===== src/rtl/instr_issue_if.sv =====
// Handshake bundle between the issue sequencer, instruction memory and the lane decode stage.
// slave is the sequencer side; master is the environment (memory, decode, control) side.
interface instr_issue_if #(
  parameter int LANES = 4,
  parameter int PC_W  = 10
);
  logic              start;
  logic [PC_W-1:0]   start_pc;
  logic [LANES-1:0]  lane_mask_in;
  logic              abort;

  logic              imem_req;
  logic [PC_W-1:0]   imem_addr;
  logic              imem_gnt;
  logic              imem_rvalid;
  logic [31:0]       imem_rdata;

  logic [31:0]       instr_out [LANES];
  logic [LANES-1:0]  lane_mask;
  logic              issue_valid;
  logic              issue_ready;
  logic              busy;
  logic              done;

  modport slave (
    input  start, start_pc, lane_mask_in, abort,
    input  imem_gnt, imem_rvalid, imem_rdata, issue_ready,
    output imem_req, imem_addr, instr_out, lane_mask, issue_valid, busy, done
  );

  modport master (
    output start, start_pc, lane_mask_in, abort,
    output imem_gnt, imem_rvalid, imem_rdata, issue_ready,
    input  imem_req, imem_addr, instr_out, lane_mask, issue_valid, busy, done
  );
endinterface


===== src/rtl/instr_issue_ctrl.sv =====
// Fetch/issue sequencer: walks a PC through instruction memory with one request in flight,
// buffers words in a 2-deep FIFO and broadcasts the head word to every SIMD lane.
module instr_issue_ctrl #(
  parameter int         LANES   = 4,
  parameter int         PC_W    = 10,
  parameter logic [5:0] HALT_OP = 6'h3F
) (
  input  logic         clk,
  input  logic         rst_n,
  instr_issue_if.slave bus
);

  localparam logic [1:0] ST_IDLE  = 2'd0;
  localparam logic [1:0] ST_RUN   = 2'd1;
  localparam logic [1:0] ST_DRAIN = 2'd2;
  localparam logic [1:0] ST_DONE  = 2'd3;

  logic [1:0]       state_reg, state_next;
  logic [PC_W-1:0]  pc_reg, pc_next;
  logic [LANES-1:0] mask_reg, mask_next;
  logic             req_reg, req_next;
  logic             pend_reg, pend_next;
  logic [1:0]       count_reg, count_next;
  logic [31:0]      fifo_reg  [2];
  logic [31:0]      fifo_next [2];

  logic start_ok;
  logic flush;
  logic gnt_fire;
  logic resp_fire;
  logic resp_halt;
  logic push;
  logic pop;

  always_comb begin
    flush     = bus.abort && ((state_reg == ST_RUN) || (state_reg == ST_DRAIN));
    start_ok  = bus.start && !bus.abort && ((state_reg == ST_IDLE) || (state_reg == ST_DONE));
    gnt_fire  = req_reg && bus.imem_gnt;
    resp_fire = pend_reg && bus.imem_rvalid;
    resp_halt = resp_fire && (bus.imem_rdata[31:26] == HALT_OP);
    push      = resp_fire && !resp_halt;
    pop       = (count_reg != 2'd0) && bus.issue_ready;
  end

  always_comb begin
    state_next   = state_reg;
    pc_next      = pc_reg;
    mask_next    = mask_reg;
    req_next     = req_reg;
    pend_next    = pend_reg;
    count_next   = count_reg;
    fifo_next[0] = fifo_reg[0];
    fifo_next[1] = fifo_reg[1];

    // Shift FIFO: entry 0 is always the head, so the lane outputs come straight from a flop.
    case ({push, pop})
      2'b10: begin
        if (count_reg == 2'd0) begin
          fifo_next[0] = bus.imem_rdata;
          count_next   = 2'd1;
        end else if (count_reg == 2'd1) begin
          fifo_next[1] = bus.imem_rdata;
          count_next   = 2'd2;
        end
      end
      2'b01: begin
        fifo_next[0] = fifo_reg[1];
        count_next   = count_reg - 2'd1;
      end
      2'b11: begin
        if (count_reg == 2'd1) begin
          fifo_next[0] = bus.imem_rdata;
        end else begin
          fifo_next[0] = fifo_reg[1];
          fifo_next[1] = bus.imem_rdata;
        end
      end
      default: begin
      end
    endcase

    if (gnt_fire) begin
      req_next  = 1'b0;
      pend_next = 1'b1;
      pc_next   = pc_reg + PC_W'(1);
    end
    if (resp_fire) begin
      pend_next = 1'b0;
    end

    // Looking at post-update pending/count lets a new request follow a response directly.
    if ((state_reg == ST_RUN) && !resp_halt && !req_next && !pend_next && (count_next < 2'd2)) begin
      req_next = 1'b1;
    end

    case (state_reg)
      ST_IDLE: begin
      end
      ST_RUN: begin
        if (resp_halt) begin
          state_next = ST_DRAIN;
        end
      end
      ST_DRAIN: begin
        if (count_next == 2'd0) begin
          state_next = ST_DONE;
        end
      end
      ST_DONE: begin
        state_next = ST_IDLE;
      end
      default: begin
        state_next = ST_IDLE;
      end
    endcase

    if (start_ok) begin
      state_next = ST_RUN;
      pc_next    = bus.start_pc;
      mask_next  = bus.lane_mask_in;
      req_next   = 1'b1;
      pend_next  = 1'b0;
      count_next = 2'd0;
    end

    // Dropping the pending flag is what makes a late response after abort harmless.
    if (flush) begin
      state_next = ST_IDLE;
      req_next   = 1'b0;
      pend_next  = 1'b0;
      count_next = 2'd0;
    end
  end

  always_ff @(posedge clk or negedge rst_n) begin
    if (!rst_n) begin
      state_reg   <= ST_IDLE;
      pc_reg      <= '0;
      mask_reg    <= '0;
      req_reg     <= 1'b0;
      pend_reg    <= 1'b0;
      count_reg   <= 2'd0;
      fifo_reg[0] <= '0;
      fifo_reg[1] <= '0;
    end else begin
      state_reg   <= state_next;
      pc_reg      <= pc_next;
      mask_reg    <= mask_next;
      req_reg     <= req_next;
      pend_reg    <= pend_next;
      count_reg   <= count_next;
      fifo_reg[0] <= fifo_next[0];
      fifo_reg[1] <= fifo_next[1];
    end
  end

  assign bus.imem_req    = req_reg;
  assign bus.imem_addr   = pc_reg;
  assign bus.lane_mask   = mask_reg;
  assign bus.issue_valid = (count_reg != 2'd0);
  assign bus.busy        = (state_reg == ST_RUN) || (state_reg == ST_DRAIN);
  assign bus.done        = (state_reg == ST_DONE);

  for (genvar gi = 0; gi < LANES; gi++) begin : g_lane
    assign bus.instr_out[gi] = fifo_reg[0];
  end

endmodule


===== src/flat_wrapper.sv =====
// flat-port wrapper written by rule: the top's interface ports become plain ports
module instr_issue_ctrl_flat 
#(
  parameter int         LANES   = 4,
  parameter int         PC_W    = 10,
  parameter logic [5:0] HALT_OP = 6'h3F
)
  (clk, rst_n, bus_start, bus_start_pc, bus_lane_mask_in, bus_abort, bus_imem_gnt, bus_imem_rvalid, bus_imem_rdata, bus_issue_ready, bus_imem_req, bus_imem_addr, bus_instr_out, bus_lane_mask, bus_issue_valid, bus_busy, bus_done);
  instr_issue_if #(.LANES(LANES), .PC_W(PC_W)) bus_i ();
  input  logic clk;
  input  logic rst_n;
  input wire logic [$bits(bus_i.start)-1:0] bus_start;
  input wire logic [$bits(bus_i.start_pc)-1:0] bus_start_pc;
  input wire logic [$bits(bus_i.lane_mask_in)-1:0] bus_lane_mask_in;
  input wire logic [$bits(bus_i.abort)-1:0] bus_abort;
  input wire logic [$bits(bus_i.imem_gnt)-1:0] bus_imem_gnt;
  input wire logic [$bits(bus_i.imem_rvalid)-1:0] bus_imem_rvalid;
  input wire logic [$bits(bus_i.imem_rdata)-1:0] bus_imem_rdata;
  input wire logic [$bits(bus_i.issue_ready)-1:0] bus_issue_ready;
  output wire logic [$bits(bus_i.imem_req)-1:0] bus_imem_req;
  output wire logic [$bits(bus_i.imem_addr)-1:0] bus_imem_addr;
  output wire logic [$bits(bus_i.instr_out)-1:0] bus_instr_out;
  output wire logic [$bits(bus_i.lane_mask)-1:0] bus_lane_mask;
  output wire logic [$bits(bus_i.issue_valid)-1:0] bus_issue_valid;
  output wire logic [$bits(bus_i.busy)-1:0] bus_busy;
  output wire logic [$bits(bus_i.done)-1:0] bus_done;
  assign bus_i.start = bus_start;
  assign bus_i.start_pc = bus_start_pc;
  assign bus_i.lane_mask_in = bus_lane_mask_in;
  assign bus_i.abort = bus_abort;
  assign bus_i.imem_gnt = bus_imem_gnt;
  assign bus_i.imem_rvalid = bus_imem_rvalid;
  assign bus_i.imem_rdata = bus_imem_rdata;
  assign bus_i.issue_ready = bus_issue_ready;
  assign bus_imem_req = bus_i.imem_req;
  assign bus_imem_addr = bus_i.imem_addr;
  assign bus_instr_out = {>>{bus_i.instr_out}};
  assign bus_lane_mask = bus_i.lane_mask;
  assign bus_issue_valid = bus_i.issue_valid;
  assign bus_busy = bus_i.busy;
  assign bus_done = bus_i.done;
  instr_issue_ctrl #(.LANES(LANES), .PC_W(PC_W), .HALT_OP(HALT_OP)) u_core (.clk(clk), .rst_n(rst_n), .bus(bus_i));
endmodule

===== config.mk =====
export PLATFORM = sky130hd
export DESIGN_NAME = instr_issue_ctrl_flat
export DESIGN_NICKNAME = d
export VERILOG_FILES = /design/src/rtl/instr_issue_if.sv /design/src/rtl/instr_issue_ctrl.sv /design/src/flat_wrapper.sv
export SDC_FILE = /design/constraint.sdc
export NUM_CORES = 1
export LEC_CHECK = 0
export ABC_AREA = 0
export CORE_UTILIZATION = 50
export DETAILED_ROUTE_END_ITERATION = 16
export PLACE_DENSITY_LB_ADDON = 0.12
export SYNTH_ARGS = -nofsm -noshare
export SYNTH_HDL_FRONTEND = slang
export SYNTH_SLANG_ARGS = --single-unit

===== constraint.sdc =====
create_clock -name clk -period 6.5 [get_ports clk]
set_clock_uncertainty 0.05 [all_clocks]
set_input_delay 1.3 -clock clk [delete_from_list [all_inputs] [get_ports clk]]
set_output_delay 1.3 -clock clk [all_outputs]
set_load 0.005 [all_outputs]

After elaboration in Yosys (flattened, before gate mapping)

Cells that the tools add are included.

Output and inout bits: 146
Input port bits: 53
Word-level logic and storage cells: 79
Flip-flop bits (word level): 84

Muxes and demuxes: 26
Add/sub/neg operators: 2
Magnitude comparators: 1
Eq/ne operators: 13
Reduce and logical (&&, ||, !) cells: 29

Operators by type and width:

| operator                                       | count |
|---|---|
| 2-to-1 mux 32 bit                              | 4 |
| case mux 32 bit (3 select lines)               | 1 |
| case mux 32 bit (2 select lines)               | 1 |
| 2-to-1 mux 10 bit                              | 2 |
| 2-to-1 mux 2 bit                               | 8 |
| logical AND 1 bit                              | 12 |
| adder 10 x 1 -> 10 bit (second input constant) | 1 |
| == test 2 bit (second input constant)          | 4 |
| 2-to-1 mux 1 bit                               | 8 |
| == test 2 x 1 -> 1 bit (second input constant) | 3 |
| == test 6 bit (second input constant)          | 1 |
| zero test 2 bit                                | 3 |
| case mux 2 bit (3 select lines)                | 1 |
| AND reduction 3 bit                            | 2 |
| nonzero test 2 bit                             | 3 |
| nonzero test 5 bit                             | 1 |
| zero test 1 bit                                | 4 |
| != test 2 bit (second input constant)          | 2 |
| != test 4 x 1 -> 1 bit (second input constant) | 1 |
| != test 4 x 2 -> 1 bit (second input constant) | 1 |
| case mux 2 bit (2 select lines)                | 1 |
| nonzero test 3 bit                             | 1 |
| logical OR 1 bit                               | 2 |
| < comparator 2 bit (second input constant)     | 1 |
| other kinds (3)                                | 3 |

Logic depth before layout (Yosys ltp)

Depth in word-level cells: 11
Mapped depth: 12
Depth with buffers taken out: 9

Least setup slack after synthesis

Ideal clock, no wire load.

Kind: input -> register
Start point: input bus_imem_rdata[29]
End point: register u_core.fifo_reg[1] (netlist bit)
Path buffers: 2
Data required time: 6.325 ns
Path slack: 3.400 ns
Stages: 9
Arrival time: 2.926 ns
Library setup time: 0.125 ns
Cells stage by stage: nand4_1 -> o211a_1 -> ha_1 -> buf_2 -> nand2b_1 -> a21oi_1 -> nor2_2 -> buf_2 -> mux2_2

Cells in the longest elaborated chain, start to end: 7
Elaborated cells on any way between the ends: 11
Classes of those cells: 5 x eq/ne; 1 x mux; 5 x reduce/logical

Ends and longest elaborated chain:

| what                                                                 | RTL line               | RTL |
|---|---|---|
| start: declaration                                                   | flat_wrapper.sv:18     | `input wire logic [$bits(bus_i.imem_rdata)-1:0] bus_imem_rdata;` |
| == test 6 bit (*)                                                    | instr_issue_ctrl.sv:40 | `resp_halt = resp_fire && (bus.imem_rdata[31:26] == HALT_OP);` |
| logical AND 1 bit (*)                                                | instr_issue_ctrl.sv:40 |  |
| zero test 1 bit (*)                                                  | instr_issue_ctrl.sv:41 | `push = resp_fire && !resp_halt;` |
| logical AND 1 bit (*)                                                | instr_issue_ctrl.sv:41 |  |
| == test 2 bit                                                        | instr_issue_ctrl.sv:56 | `case ({push, pop})` |
| != test 2 bit (no line) / nonzero test 2 bit (equally long branches) | -                      |  |
| AND reduction 3 bit (no line)                                        | -                      |  |
| end: declaration                                                     | instr_issue_ctrl.sv:24 | `logic [31:0] fifo_reg [2];` |

Every way passes the cells marked *; elsewhere a longest branch is shown, timed or not.
A chain may end at the register's enable or synchronous reset.

Worst setup path after layout

Start point: input bus_issue_ready
End point: register u_core.fifo_reg[20] (netlist bit)

Cells in the longest elaborated chain, start to end: 4
Elaborated cells on any way between the ends: 8
Classes of those cells: 4 x eq/ne; 1 x mux; 3 x reduce/logical

Ends and longest elaborated chain:

| what                                                                 | RTL line               | RTL |
|---|---|---|
| start: declaration                                                   | flat_wrapper.sv:19     | `input wire logic [$bits(bus_i.issue_ready)-1:0] bus_issue_ready;` |
| logical AND 1 bit (*)                                                | instr_issue_ctrl.sv:42 | `pop = (count_reg != 2'd0) && bus.issue_ready;` |
| == test 2 bit                                                        | instr_issue_ctrl.sv:56 |  |
| != test 2 bit (no line) / nonzero test 2 bit (equally long branches) | -                      |  |
| AND reduction 3 bit (no line)                                        | -                      |  |

Marked as above.

==> metrics.txt <==
switching power total=1.058 mW; clock tree from TritonCTS=built; Initial Utilization=0.5152; number of buffers inserted by post-CTS setup repair=0; floorplan die width=107.9 µm; Total Wirelength=~12000 µm; worst r2r dst=u_core.fifo_reg[20]; Warnings, synthesis=0; type of element launching the critical path=input pin; number of buffers created by CTS=9; proportion of power drawn by flip-flops and latches=0.336; cell types with the largest area share after synthesis=sky130_fd_sc_hd__dfrtp_1 37%, sky130_fd_sc_hd__buf_4 17%, sky130_fd_sc_hd__mux2i_1 5.7%; area enclosed by the die boundary=11650 µm²; number of flops mapped to enable cells by yosys=0; part of the power in combinational logic=0.565; Final Non-Filler Cells=784; via total after detailed routing=4162; area growth from synthesis to final layout=20.75%; beginning of the worst register-to-register path=u_core.count_reg[0]; clock-pin slew reported for the worst setup and hold paths after clock tree synthesis=about 0.08 ns; global-route met1 utilization=0.2526; Pre-Repair DR Iteration Count=8; Hold Path End=u_core.bus.lane_mask[1]; cell type with the largest total area after synthesis=sky130_fd_sc_hd__dfrtp_1; setup tns final=0 ns; share of synthesized cell area in and, or, nand and nor gates=0.1140; Synth Flop Type=sky130_fd_sc_hd__dfrtp_1; post-synthesis async set-or-reset flop share=1.000; count of endpoints failing hold in the final timing report=0; result of the run=finished clean; M3 GR Usage=0.04722; die extent in y=between 100 and 150 µm; most frequent cells in the layout=197 x sky130_fd_sc_hd__clkdlybuf4s50_1, 84 x sky130_fd_sc_hd__dfrtp_1, 64 x sky130_fd_sc_hd__nand2_1, 44 x sky130_fd_sc_hd__o21ai_0, 40 x sky130_fd_sc_hd__inv_1; CTS hold repair buffers=0; category of the critical setup timing path=in -> reg; arrival time worst endpoint=4.74 ns; met2 track demand over resource=0.3695; Period minus WS final=4.553 ns; HPWL Detailed=8215 µm; detailed-route vias per instance=5.309; source-to-sink clock delay at the later pin of the worst-skew pair=0.35 ns; Internal Dissipation=approximately 2 mW; peak supply drop=0.2751 mV; antenna violations before repair=0; core region area=between 10000 and 15000 µm²; IO Count=between 150 and 200; buffer cell driving the clock tree root=sky130_fd_sc_hd__clkbuf_8; gr busiest metal=met2; post-synthesis cell area=roughly 5600 µm²; initial drt markers=284; ANT nets after route=0; register bit total from synthesis=84; share of cells above drive strength 1=0.07143; cell depth of the worst flop-to-flop path=9; layout net count=705; area share of the largest cell type after synthesis=0.3747; adder-cell area share of the yosys netlist=0.02231; post-synthesis compound-gate area fraction=0.1133; Crit Path Max Fanout=32; power density over the cells=455.7 nW/µm²; Pins Over Slew Limit=0; sequential area share after synthesis=0.3747; class of the tightest hold or removal check=reg -> reg; post-synthesis area per instance=9.475 µm²; Post-Place Cells=771; count of unresolved DRC violations after routing=0; switching part of the total=0.3428; period utilisation layout=0.7004; sinks on the clock net=84; share of power burned in the clock network=0.099; overflow left after global routing=0; number of cell rows=38; hold path startpoint=u_core.bus.lane_mask[1]; overall fraction of global-route tracks in use=0.2094; worst setup slack for register-to-register paths=2.58 ns; first-pass GRT wire length=19290 µm; Tot Pwr=about 3.1 mW; CTS-repair resized insts=0; critical path cell sequence=clkdlybuf4s50_1 -> nor2b_1 -> ha_1 -> buf_4 -> nand3b_1 -> a21oi_1 -> nor2_4 -> mux2_2; number of H-tree levels=3; average wire per cell in the routed design=15.24 µm; clock tree buffer depth=2; port buffer count=198; largest family of logic cells by synthesized area=buffers and inverters; multiplexer share of the synthesized area=0.1274; largest net degree at the start of global routing=85; routability congestion estimate=a little over 0.8; FMAX=219.6 MHz; max-cap viol count=0; Unique masters post-synth=37; largest incremental delay on the critical path=0.75 ns; most common cell after layout, fill and taps aside=sky130_fd_sc_hd__clkdlybuf4s50_1; vias in the first global route=between 4000 and 5000; setup repair after global routing missed its margin=no; kind of capture point of the worst setup path=flop; antenna cell count=0; synthesized instance count=592; Cells on Worst Hold Path=2; leakage power=2.829 nW; critical-path cell with the highest stage delay=sky130_fd_sc_hd__nor2_4; Synth Area in XOR/XNOR=0.01405; Max transition margin=0.1326; final-report setup violation count=0; syn nets=655; data required time at the worst endpoint=6.68 ns; transition time at the pin with the least slew margin=1.301 ns
-- area by class of cell --
class	count	area, µm²
fillers	948	4115
multi-input cells	307	2207
well taps	140	175.2
flip-flops and latches	84	2102
clock buffers	10	127.6
repair buffers	199	1987
clock inverters	3	17.52
inverters	41	156.4
-- through the flow --
step / hold slack (ns) / utilization / area [µm²] / worst slack [ns]
detailed placement: 0.4187 / 0.6087 / 6628 / 1.557
global placement: 0.4129 / 0.6087 / 6628 / 1.571
global route: 0.4601 / 0.6220 / 6773 / 1.705
finish: 0.4472 / 0.6220 / 6773 / 1.947
CTS: 0.4457 / 0.6220 / 6773 / 1.904
floorplan: 0.4146 / - / 5609 / 3.400
-- synthesized netlist by cell type (7+ instances only) --
| cell | number |
|---|---|
| sky130_fd_sc_hd__a222oi_1 | 31 |
| sky130_fd_sc_hd__buf_2 | 7 |
| sky130_fd_sc_hd__buf_4 | 128 |
| sky130_fd_sc_hd__buf_6 | 9 |
| sky130_fd_sc_hd__clkbuf_1 | 16 |
| sky130_fd_sc_hd__dfrtp_1 | 84 |
| sky130_fd_sc_hd__ha_1 | 10 |
| sky130_fd_sc_hd__inv_1 | 40 |
| sky130_fd_sc_hd__mux2_1 | 8 |
| sky130_fd_sc_hd__mux2_2 | 27 |
| sky130_fd_sc_hd__mux2i_1 | 32 |
| sky130_fd_sc_hd__nand2_1 | 64 |
| sky130_fd_sc_hd__nand2b_1 | 36 |
| sky130_fd_sc_hd__nor2_1 | 8 |
| sky130_fd_sc_hd__o21ai_0 | 44 |
| sky130_fd_sc_hd__xnor2_1 | 7 |
-- layer usage --
layer	share of wire	routed length [µm]	vias to the layer above
met1	0.41	4908	2020
met3	0.062	743	15
li1	-	-	1972
met2	0.51	6109	155
met4	0.016	186	0
met5	0	0	-
-- cells by family after synthesis --
kind of cell | Yosys count
AND/OR/NAND/NOR | 132
adder cells (fa/ha/maj) | 10
multiplexers | 67
flip-flops | 84
XOR/XNOR | 9
AO/OA/AOI/OAI | 89
buffers and inverters | 201
-- critical path: cells and delay by family --
| kind | cells | cell delay (ns) |
|---|---|---|
| buffers and inverters | 2 | 0.82 |
| adder cells (fa/ha/maj) | 1 | 0.69 |
| multiplexers | 1 | 0.43 |
| AO/OA/AOI/OAI | 1 | 0.11 |
| AND/OR/NAND/NOR | 3 | 1.36 |
-- worst max-delay path by stage --
stage / startpoint / end / slack, ns / cells after the start
2_1_floorplan: bus_imem_rdata[29] / u_core.fifo_reg[1] / 3.40 / 9
3_3_place_gp: bus_issue_ready / u_core.fifo_reg[30] / 1.57 / 8
3_5_place_dp: bus_issue_ready / u_core.fifo_reg[12] / 1.56 / 8
4_1_cts: bus_issue_ready / u_core.fifo_reg[12] / 1.90 / 8
5_1_grt: bus_issue_ready / u_core.fifo_reg[12] / 1.70 / 8
6_report: bus_issue_ready / u_core.fifo_reg[20] / 1.95 / 8
-- power by group through the flow --
stage                     combinational [mW]  sequential [mW]  clock (mW)
after global routing                    1.92             1.08       0.339
after CTS                               1.77             1.04       0.320
after detailed placement                1.76             1.05           0
after floorplan                         1.27            0.994           0
after global placement                  1.72             1.02           0
final                                   1.74             1.04       0.307
Note: power is estimated with default switching activity, not from simulation.
